$ cat src/rtl/int_vector_mac_pkg.sv
// int_vector_mac_pkg
//   Shared types and default widths for the int_vector_mac sequencer slice.
//   - mac_seq_state_e : sequencer FSM states (IDLE, STREAM, DRAIN, RESULT)
//   - DEF_*           : default parameter values used by the sequencer top
package int_vector_mac_pkg;

  localparam int DEF_DATA_WIDTH = 8;
  localparam int DEF_SIZE       = 16;
  localparam int DEF_ACC_WIDTH  = 32;
  localparam int DEF_MAX_CHUNKS = 256;
  localparam int DEF_OUT_WIDTH  = 32;

  typedef enum logic [1:0] {
    IDLE   = 2'd0,
    STREAM = 2'd1,
    DRAIN  = 2'd2,
    RESULT = 2'd3
  } mac_seq_state_e;

endpackage

$ cat src/rtl/int_vector_mac_narrow.sv
// int_vector_mac_narrow
//   Combinational AccumulatorWidth -> OutWidth conversion of the final MAC sum.
//   Macro INT_VECTOR_MAC_SEQ_SAT_EN:
//     defined   : signed saturation to the OutWidth range, res_sat flags clipping
//     undefined : keep the low OutWidth bits (wrap), res_sat is 0
// Ports:
//   acc_i    in  AccumulatorWidth  signed accumulator value
//   res_data out OutWidth          signed narrowed result
//   res_sat  out 1                 clipping occurred
module int_vector_mac_narrow #(
  parameter int AccumulatorWidth = 32,
  parameter int OutWidth         = 32
) (
  input  logic signed [AccumulatorWidth-1:0] acc_i,
  output logic signed [OutWidth-1:0]         res_data,
  output logic                               res_sat
);

`ifdef INT_VECTOR_MAC_SEQ_SAT_EN
  // Largest/smallest OutWidth-signed values, sign-extended to accumulator width.
  localparam logic signed [AccumulatorWidth-1:0] MaxOut =
    {{(AccumulatorWidth-OutWidth+1){1'b0}}, {(OutWidth-1){1'b1}}};
  localparam logic signed [AccumulatorWidth-1:0] MinOut = ~MaxOut;

  always_comb begin
    res_data = acc_i[OutWidth-1:0];
    res_sat  = 1'b0;
    if (acc_i > MaxOut) begin
      res_data = MaxOut[OutWidth-1:0];
      res_sat  = 1'b1;
    end else if (acc_i < MinOut) begin
      res_data = MinOut[OutWidth-1:0];
      res_sat  = 1'b1;
    end
  end
`else
  // Upper accumulator bits are intentionally dropped in wrap mode.
  logic w_unused_acc;
  assign w_unused_acc = ^acc_i;
  assign res_data     = acc_i[OutWidth-1:0];
  assign res_sat      = 1'b0;
`endif

endmodule

$ cat src/rtl/int_vector_mac_sequencer.sv
// int_vector_mac_sequencer
//   Runs one multi-chunk dot product on an external int_vector_mac per command.
//   Streams operand chunks into the MAC (zeros whenever no chunk transfers,
//   since the MAC accumulates every cycle), then returns the narrowed sum.
//   Narrowing mode selected by macro INT_VECTOR_MAC_SEQ_SAT_EN (see
//   int_vector_mac_narrow).
// Ports:
//   clock, reset_i                 clock, async active-high reset
//   cmd_valid_i/cmd_ready_o        command handshake, cmd_chunks_i = chunk count
//   op_valid_i/op_ready_o          operand chunk handshake, op0/op1_vec_i
//   mac_clear_o, mac_op0/1_vec_o   MAC synchronous clear and operands
//   mac_acc_i                      MAC accumulator
//   res_valid_o/res_ready_i        result handshake, res_data_o / res_sat_o
//   busy_o                         not idle
module int_vector_mac_sequencer
  import int_vector_mac_pkg::*;
#(
  parameter  int DataWidth        = DEF_DATA_WIDTH,
  parameter  int Size             = DEF_SIZE,
  parameter  int AccumulatorWidth = DEF_ACC_WIDTH,
  parameter  int MaxChunks        = DEF_MAX_CHUNKS,
  parameter  int OutWidth         = DEF_OUT_WIDTH,
  localparam int CountWidth       = $clog2(MaxChunks + 1)
) (
  input  logic                               clock,
  input  logic                               reset_i,
  input  logic                               cmd_valid_i,
  output logic                               cmd_ready_o,
  input  logic [CountWidth-1:0]              cmd_chunks_i,
  input  logic                               op_valid_i,
  output logic                               op_ready_o,
  input  logic [Size-1:0][DataWidth-1:0]     op0_vec_i,
  input  logic [Size-1:0][DataWidth-1:0]     op1_vec_i,
  output logic                               mac_clear_o,
  output logic [Size-1:0][DataWidth-1:0]     mac_op0_vec_o,
  output logic [Size-1:0][DataWidth-1:0]     mac_op1_vec_o,
  input  logic signed [AccumulatorWidth-1:0] mac_acc_i,
  output logic                               res_valid_o,
  input  logic                               res_ready_i,
  output logic signed [OutWidth-1:0]         res_data_o,
  output logic                               res_sat_o,
  output logic                               busy_o
);

  localparam logic [CountWidth-1:0] MaxCount = CountWidth'(MaxChunks);
  localparam logic [CountWidth-1:0] OneCount = CountWidth'(1);

  mac_seq_state_e               r_state, w_state_nxt;
  logic [CountWidth-1:0]        r_count, w_cmd_count;
  logic signed [OutWidth-1:0]   r_res_data, w_narrow_data;
  logic                         r_res_sat, w_narrow_sat;

  assign w_cmd_count = (cmd_chunks_i > MaxCount) ? MaxCount : cmd_chunks_i;

  int_vector_mac_narrow #(
    .AccumulatorWidth(AccumulatorWidth),
    .OutWidth        (OutWidth)
  ) u_narrow (
    .acc_i   (mac_acc_i),
    .res_data(w_narrow_data),
    .res_sat (w_narrow_sat)
  );

  always_ff @(posedge clock or posedge reset_i) begin
    if (reset_i) r_state <= IDLE;
    else         r_state <= w_state_nxt;
  end

  // Handshake readies depend on state only; the MAC is held cleared outside STREAM.
  always_comb begin
    w_state_nxt   = r_state;
    cmd_ready_o   = 1'b0;
    op_ready_o    = 1'b0;
    mac_clear_o   = 1'b1;
    res_valid_o   = 1'b0;
    busy_o        = 1'b1;
    mac_op0_vec_o = '0;
    mac_op1_vec_o = '0;
    case (r_state)
      IDLE: begin
        cmd_ready_o = 1'b1;
        busy_o      = 1'b0;
        if (cmd_valid_i) w_state_nxt = (w_cmd_count == '0) ? DRAIN : STREAM;
      end
      STREAM: begin
        op_ready_o  = 1'b1;
        mac_clear_o = 1'b0;
        if (op_valid_i) begin
          mac_op0_vec_o = op0_vec_i;
          mac_op1_vec_o = op1_vec_i;
          if (r_count == OneCount) w_state_nxt = DRAIN;
        end
      end
      DRAIN:   w_state_nxt = RESULT;
      RESULT: begin
        res_valid_o = 1'b1;
        if (res_ready_i) w_state_nxt = IDLE;
      end
      default: w_state_nxt = IDLE;
    endcase
  end

  // In DRAIN the MAC output already holds the last chunk's contribution.
  always_ff @(posedge clock or posedge reset_i) begin
    if (reset_i) begin
      r_count    <= '0;
      r_res_data <= '0;
      r_res_sat  <= 1'b0;
    end else begin
      case (r_state)
        IDLE:   if (cmd_valid_i) r_count <= w_cmd_count;
        STREAM: if (op_valid_i)  r_count <= r_count - OneCount;
        DRAIN: begin
          r_res_data <= w_narrow_data;
          r_res_sat  <= w_narrow_sat;
        end
        default: ;
      endcase
    end
  end

  assign res_data_o = r_res_data;
  assign res_sat_o  = r_res_sat;

endmodule

$ cat config.mk
export PLATFORM = sky130hd
export DESIGN_NAME = int_vector_mac_sequencer
export DESIGN_NICKNAME = d
export VERILOG_FILES = /design/src/rtl/int_vector_mac_pkg.sv /design/src/rtl/int_vector_mac_narrow.sv /design/src/rtl/int_vector_mac_sequencer.sv
export SDC_FILE = /design/constraint.sdc
export NUM_CORES = 1
export LEC_CHECK = 0
export ABC_AREA = 1
export CORE_AREA = 2 2 234 236
export DETAILED_ROUTE_END_ITERATION = 8
export DIE_AREA = 0 0 236 238
export HOLD_SLACK_MARGIN = 0.08
export SETUP_SLACK_MARGIN = 0.05
export SYNTH_ARGS = -nofsm -noshare
export SYNTH_HDL_FRONTEND = slang
export SYNTH_SLANG_ARGS = --single-unit
$ cat constraint.sdc
create_clock -name clock -period 2 [get_ports clock]
set_clock_uncertainty 0.05 [all_clocks]
set_input_delay 0.4 -clock clock [delete_from_list [all_inputs] [get_ports clock]]
set_output_delay 0.4 -clock clock [all_outputs]
set_load 0.01 [all_outputs]
==> results of run 1 <==
-- metrics by stage --
| step | utilization (%) | worst slack [ps] | std cells | hold WS, ps | area (um^2) |
|---|---|---|---|---|---|
| after floorplan | - | 79.4 | 751 | 393 | 4140 |
| after global placement | 21.0 | -635 | 2042 | 412 | 11200 |
| after detailed placement | 21.0 | -636 | 2042 | 417 | 11200 |
| after CTS | 20.5 | -206 | 2054 | 413 | 10900 |
| after global routing | 20.0 | -228 | 2058 | 443 | 10700 |
| final | 20.1 | -156 | 2065 | 405 | 10700 |
-- layout make-up --
type	count	area, um^2	share of cell area (%)
clock buffers	5	125	1.17
repair buffers	636	5490	51.2
clock inverters	3	23.8	0.222
flip-flops and latches	43	1080	10.0
multi-input cells	398	2090	19.5
well taps	696	871	8.11
inverters	274	1030	9.61
diodes	10	25.0	0.233
-- worst reg2reg max path, cell delays in order, from the launching register on --
cell	delay, ps
dfrtp_1	410
buf_4	160
inv_1	110
ha_4	180
inv_2	40
or2_2	320
nand3b_4	120
inv_2	100
o21ai_0	110
nand2_1	80
nand2_1	60
inv_1	30
-- path summary, 6_finish.rpt --
path                            cells past startpoint                    from                        end
worst max-delay path                                6  r_state[0]$_DFFE_PP0P_          mac_op0_vec_o[68]
worst min-delay path                                3                 reset_i  res_data_o[8]$_DFFE_PP0P_
worst max register to register                     11  r_state[0]$_DFFE_PP0P_     r_count[5]$_DFFE_PP0P_
worst min register to register                      2  r_count[6]$_DFFE_PP0P_     r_count[6]$_DFFE_PP0P_
max in group asynchronous                           3                 reset_i     r_count[1]$_DFFE_PP0P_
min in group clock                                  2  r_count[6]$_DFFE_PP0P_     r_count[6]$_DFFE_PP0P_
-- per-layer routing --
layer,wire [um],global-route usage (%),vias to the layer above
li1,-,-,3251
met1,11300,10.7,2904
met2,15900,19.1,323
met3,2970,3.54,36
met4,297,1.89,8
met5,58,0,-
-- cell families after synthesis --
kind of cell / share of synthesized area [%]
buf+inv: 29.3
fa+ha+maj: 1.81
xor+xnor: 0.212
compound gates: 2.24
mux: 8.70
simple gates: 31.6
flops: 26.0
other cells: 0.0906
-- power by group --
| group | internal (uW) | switching (uW) | total (uW) | leakage, uW |
|---|---|---|---|---|
| registers | 1310 | 254 | 1570 | 0.000516 |
| logic | 3140 | 2990 | 6130 | 0.00543 |
| clock network | 467 | 374 | 841 | 0.0000665 |
| total | 4920 | 3610 | 8540 | 0.00601 |
-- Yosys cell counts (all sizes together) --
library cell / instances
nor2: 276
inv: 274
nand2: 53
dfrtp: 43
mux2: 32
buf: 31
o21ai: 13
ha: 6
nand3: 6
clkbuf: 5
a21oi: 4
or2: 2
a21o: 1
conb: 1
nand3b: 1
nand4: 1
nor3: 1
xor2: 1
-- state kept, by name (all words and copies together), names as in the netlist --
register	flops
r_count	9
r_state	2
res_data_o	32
-- what timing repair did --
| action | CTS | global route |
|---|---|---|
| setup endpoints to repair | 261 | 262 |
| endpoints found under the hold margin | 0 | 0 |
| cloned | 1 | 0 |
| gates resized for setup | 706 | 259 |
| hold buffers | 0 | 0 |
| buffers inserted | 3 | 1 |
==> flow_metrics.py, run 1 <==
metrics = {
    "worst_setup_path": {
        "slowest_delay_ps": 410,
        "critPathLaunchType": "flop",
        "arrival_ps": 1710,
        "worst-r2r-setup-slack_ps": 140,
        "cp.required_ps": 1550,
        "path_max_fanout": 27,
        "path_common_cell": "buf_12",
        "cp_slowest_cell": "dfrtp_1",
        "crit_family": "buffers and inverters",
        "crit_buf_inv": 3,
        "critPathKind": "flop to primary output",
        "worstPathCellList": "ha_4, nand2_4, buf_12, buf_12, nor2_1, dlygate4sd2_1",
        "endpoint_kind": "primary output",
    },
    "layout": {
        "fillers": 6106,
        "layout_commonest_cell": "clkdlybuf4s50_1",
        "drive_above_1_share_pct": 27.7,
        "layout_common_cells": "clkdlybuf4s50_1 (333), inv_1 (270), nor2_1 (219)",
        "finalNetCount": 1666,
        "synthToLayoutAreaGrowth_pct": 159,
    },
    "grt": {
        "antenna_found_initial": 21,
        "grt_pass1_wl_mm": 42.3,
        "grt_overflow_total": 0,
        "first_global_vias": 6645,
        "gr-usage-all-layers_pct": 10.1,
        "grt_max_degree": 34,
    },
    "synthesis": {
        "avgSynthCellArea_um2": 5.51,
        "yosysWarnings": 0,
        "synth_fp_nets": 1059,
        "ys_seq_area_share_pct": 26.0,
        "syn-cell-area_mm2": 0.00414,
        "synth_cells": 751,
        "ys_ff_latch": 43,
        "synthTopCellsByArea": "dfrtp_1 (26%), nor2_1 (25%), inv_1 (25%)",
        "synth_top_area_share_pct": 26.0,
        "synth.distinct_cells": 25,
        "synth_top_area_cell": "dfrtp_1",
    },
    "cts": {
        "clk_latency_ps": 290,
        "tritoncts": "done",
        "clock_path_buffers": 2,
        "clock-root-buffer": "clkbuf_16",
        "cts_sinks": 43,
        "clk_pin_slew_ps": 60,
        "cts_made_buffers": 5,
        "htreeDepth": 2,
    },
    "placement": {
        "gp_congestion": 0.845,
        "io_buffer_count": 594,
        "hpwl_mm": 27.2,
    },
    "timing": {
        "setup_slack_ps": -156,
        "tns_ps": -9790,
        "max_freq_mhz": 464,
        "min_period_over_period_pct": 108,
        "period_needed_ps": 2160,
        "finalSetupViolations": 130,
        "rsz0062_at_grt": "true",
        "drv_slew": 0,
        "finalHoldViolCount": 0,
    },
    "hold_path": {
        "hold_class": "primary input to asynchronous set/reset pin",
    },
    "routing": {
        "drtAntennaViolNets": 0,
        "drcViolationCount": 0,
        "wl_per_cell_um": 14.8,
        "drtIter0Drc": 186,
        "first_pass_iters": 4,
        "viasPerCell": 3.16,
        "vias": 6522,
        "routed_wl_mm": 30.6,
    },
    "power_and_ir_drop": {
        "p_leak_uw": 0.00601,
        "total_power_uw": 8540,
        "peakVddDrop_uv": 776,
        "powerDensity_mw_per_mm2": 795,
    },
    "outcome": {
        "violations": "setup timing",
        "outcome": "finished, violations left",
    },
    "floorplanning": {
        "dieArea_mm2": 0.0562,
        "die_h_um": 238,
        "pin_count": 596,
        "coreArea_mm2": 0.0535,
        "placement_rows": 85,
        "die_width_um": 236,
        "initial_utilization_pct": 7.74,
    },
    "job": {
        "cap_violations": 0,
    },
}
Note: power is estimated with default switching activity, not from simulation.
==> inputs of run 2 (changes only) <==
--- a/config.mk
+++ b/config.mk
@@ -10,7 +10,6 @@
 export DETAILED_ROUTE_END_ITERATION = 8
 export DIE_AREA = 0 0 236 238
 export HOLD_SLACK_MARGIN = 0.08
-export SETUP_SLACK_MARGIN = 0.05
 export SYNTH_ARGS = -nofsm -noshare
 export SYNTH_HDL_FRONTEND = slang
 export SYNTH_SLANG_ARGS = --single-unit
==> constraint.sdc (replaced) <==
create_clock -name clock -period 2.1 [get_ports clock]
set_clock_uncertainty 0.05 [all_clocks]
set_input_delay 0.42 -clock clock [delete_from_list [all_inputs] [get_ports clock]]
set_output_delay 0.42 -clock clock [all_outputs]
set_load 0.01 [all_outputs]
==> run 2 against run 1 <==
Net effect:
- the run still ends with setup timing left
- worst hold slack gained 22 ps
- sequential power down 5%
- core utilization up 0.16 points
- clock-buffer cell count stayed put
- final cell count is 0.15% higher
- register-to-register slack better by 20 ps
- setup slack gained 97 ps
- clock power is 3.0% lower
- non-clock buffer count increased by 4
- first-iteration DRC count down 15%
- die area stayed put
- critical endpoint is now mac_op0_vec_o[97]
- largest cell class unchanged
==> flow_metrics.py, run 2 (same netlist as run 1, synthesis figures left out) <==
metrics = {
    "outcome": {
        "violations": "setup timing",
        "outcome": "finished, violations left",
    },
    "worst_setup_path": {
        "critPathKind": "flop to primary output",
        "path_common_cell": "buf_12",
        "cp_slowest_cell": "dfrtp_1",
        "slowest_delay_ps": 390,
        "critPathLaunchType": "flop",
        "worst-r2r-setup-slack_ps": 160,
        "worstPathCellList": "inv_2, ha_4, nand2_8, buf_12, buf_12, buf_16, nor2_1, buf_2",
        "r2r-start": "r_state[0]$_DFFE_PP0P_",
        "endpoint_kind": "primary output",
        "worstRegToRegCells": 11,
        "path_max_fanout": 19,
        "cp.required_ps": 1630,
        "rr_endpoint": "r_count[5]$_DFFE_PP0P_",
        "arrival_ps": 1690,
    },
    "layout": {
        "layout_common_cells": "clkdlybuf4s50_1 (333), inv_1 (270), nor2_1 (195)",
        "largest_reg_flops": 32,
        "synthToLayoutAreaGrowth_pct": 161,
        "layout_commonest_cell": "clkdlybuf4s50_1",
        "drive_above_1_share_pct": 30.4,
        "finalInstanceArea_mm2": 0.0108,
        "instances_no_fill": 2068,
        "finalNetCount": 1670,
        "final_util_pct": 20.2,
    },
    "timing": {
        "finalSetupViolations": 67,
        "max_freq_mhz": 463,
        "setup_slack_ps": -58.7,
        "min_period_over_period_pct": 103,
        "drv_slew": 0,
        "rsz0062_at_grt": "true",
        "period_needed_ps": 2160,
        "hold_slack_ps": 427,
        "finalHoldViolCount": 0,
    },
    "grt": {
        "first_global_vias": 6562,
        "grt_pass1_wl_mm": 41.7,
        "use_met1_pct": 10.2,
        "grt_overflow_total": 0,
        "grt.busiest_layer": "met2",
        "use_met2_pct": 17.9,
        "grt_max_degree": 40,
        "gr-usage-all-layers_pct": 9.91,
        "antenna_found_initial": 18,
        "grt_use_met3_pct": 4.32,
    },
    "cts": {
        "clk_pin_slew_ps": 70,
        "cts_made_buffers": 5,
        "clock_path_buffers": 2,
        "htreeDepth": 2,
        "hold_buffers": 0,
        "clk_latency_ps": 290,
        "clock-root-buffer": "clkbuf_16",
        "cts_sinks": 43,
        "tritoncts": "done",
    },
    "routing": {
        "viasPerCell": 3.17,
        "first_pass_iters": 4,
        "drcViolationCount": 0,
        "drtAntennaViolNets": 0,
        "wl_per_cell_um": 14.9,
        "drtIter0Drc": 159,
        "routed_wl_mm": 30.8,
        "vias": 6546,
    },
    "power_and_ir_drop": {
        "powerDensity_mw_per_mm2": 762,
        "p_leak_uw": 0.00604,
        "peakVddDrop_uv": 708,
    },
    "floorplanning": {
        "initial_utilization_pct": 7.74,
        "placement_rows": 85,
        "coreArea_mm2": 0.0535,
        "pin_count": 596,
        "die_width_um": 236,
        "dieArea_mm2": 0.0562,
        "die_h_um": 238,
    },
    "placement": {
        "io_buffer_count": 594,
        "gp_congestion": 0.808,
        "hpwl_mm": 27.2,
        "placed_cells": 2035,
        "pre_cts_slack_ps": -500,
        "place_area_mm2": 0.0111,
    },
    "hold_path": {
        "hold_class": "primary input to asynchronous set/reset pin",
    },
    "job": {
        "cap_violations": 0,
    },
}
run 2: changes by cell type in the layout (fill, tap and decap cells not counted), moves of 6 or more:
cell           before  now
clkbuf_2           25   43
dlygate4sd2_1      28   19
nor2_4             13    5
buf_4              29   23
nor2_2             44   76
nor2_1            219  195
run 2: layout make-up:
class / count / area (um^2)
fillers: 6112 / 42700
repair buffers: 640 / 5560
multi-input cells: 398 / 2110
flip-flops and latches: 43 / 1080
inverters: 274 / 1030
well taps: 696 / 871
clock buffers: 5 / 125
clock inverters: 3 / 26.3
diodes: 9 / 22.5
run 2: timing repair:
action,in CTS,in global routing
resized for setup,573,429
buffers inserted,2,9
cloned,0,5
setup endpoints to repair,260,229
run 2: power breakdown:
part           switching, uW  total (uW)  leakage, uW  internal, uW
Sequential               246        1490     0.000516          1250
Combinational           2870        5930      0.00545          3060
Clock                    364         816    0.0000749           452
Total                   3480        8240      0.00604          4760
run 2: stage by stage:
step / TNS (ps) / total power [uW]
after floorplan: 0 / 3990
after CTS: -12870 / 8060
after global routing: -8060 / 8880
after detailed placement: -98570 / 7570
after global placement: -97190 / 7510
final: -1750 / 8240
run 2: critical path, delay by kind of cell, from the launching register on:
family	cells	cell delay, ps
adder cells (fa/ha/maj)	1	160
buffers and inverters	5	670
flip-flops	1	390
AND/OR/NAND/NOR	2	160
run 2: worst max path at each step:
stage | from | to | slack (ps)
after CTS | r_state[1]$_DFFE_PP0P_ | mac_op1_vec_o[65] | -170
after global routing | r_state[1]$_DFFE_PP0P_ | mac_op1_vec_o[21] | -130
after floorplan | r_state[1]$_DFFE_PP0P_ | mac_op0_vec_o[100] | 160
after global placement | op_valid_i | mac_op0_vec_o[0] | -480
final | r_state[1]$_DFFE_PP0P_ | mac_op0_vec_o[97] | -60
after detailed placement | op_valid_i | mac_op0_vec_o[0] | -500
run 2: routing by layer:
metal / wire, um / part of all wire (%) / up-vias
li1: - / - / 3251
met1: 10800 / 35 / 2929
met2: 15600 / 51 / 317
met3: 3440 / 11 / 37
met4: 818 / 2.7 / 12
met5: 89 / 0.29 / -
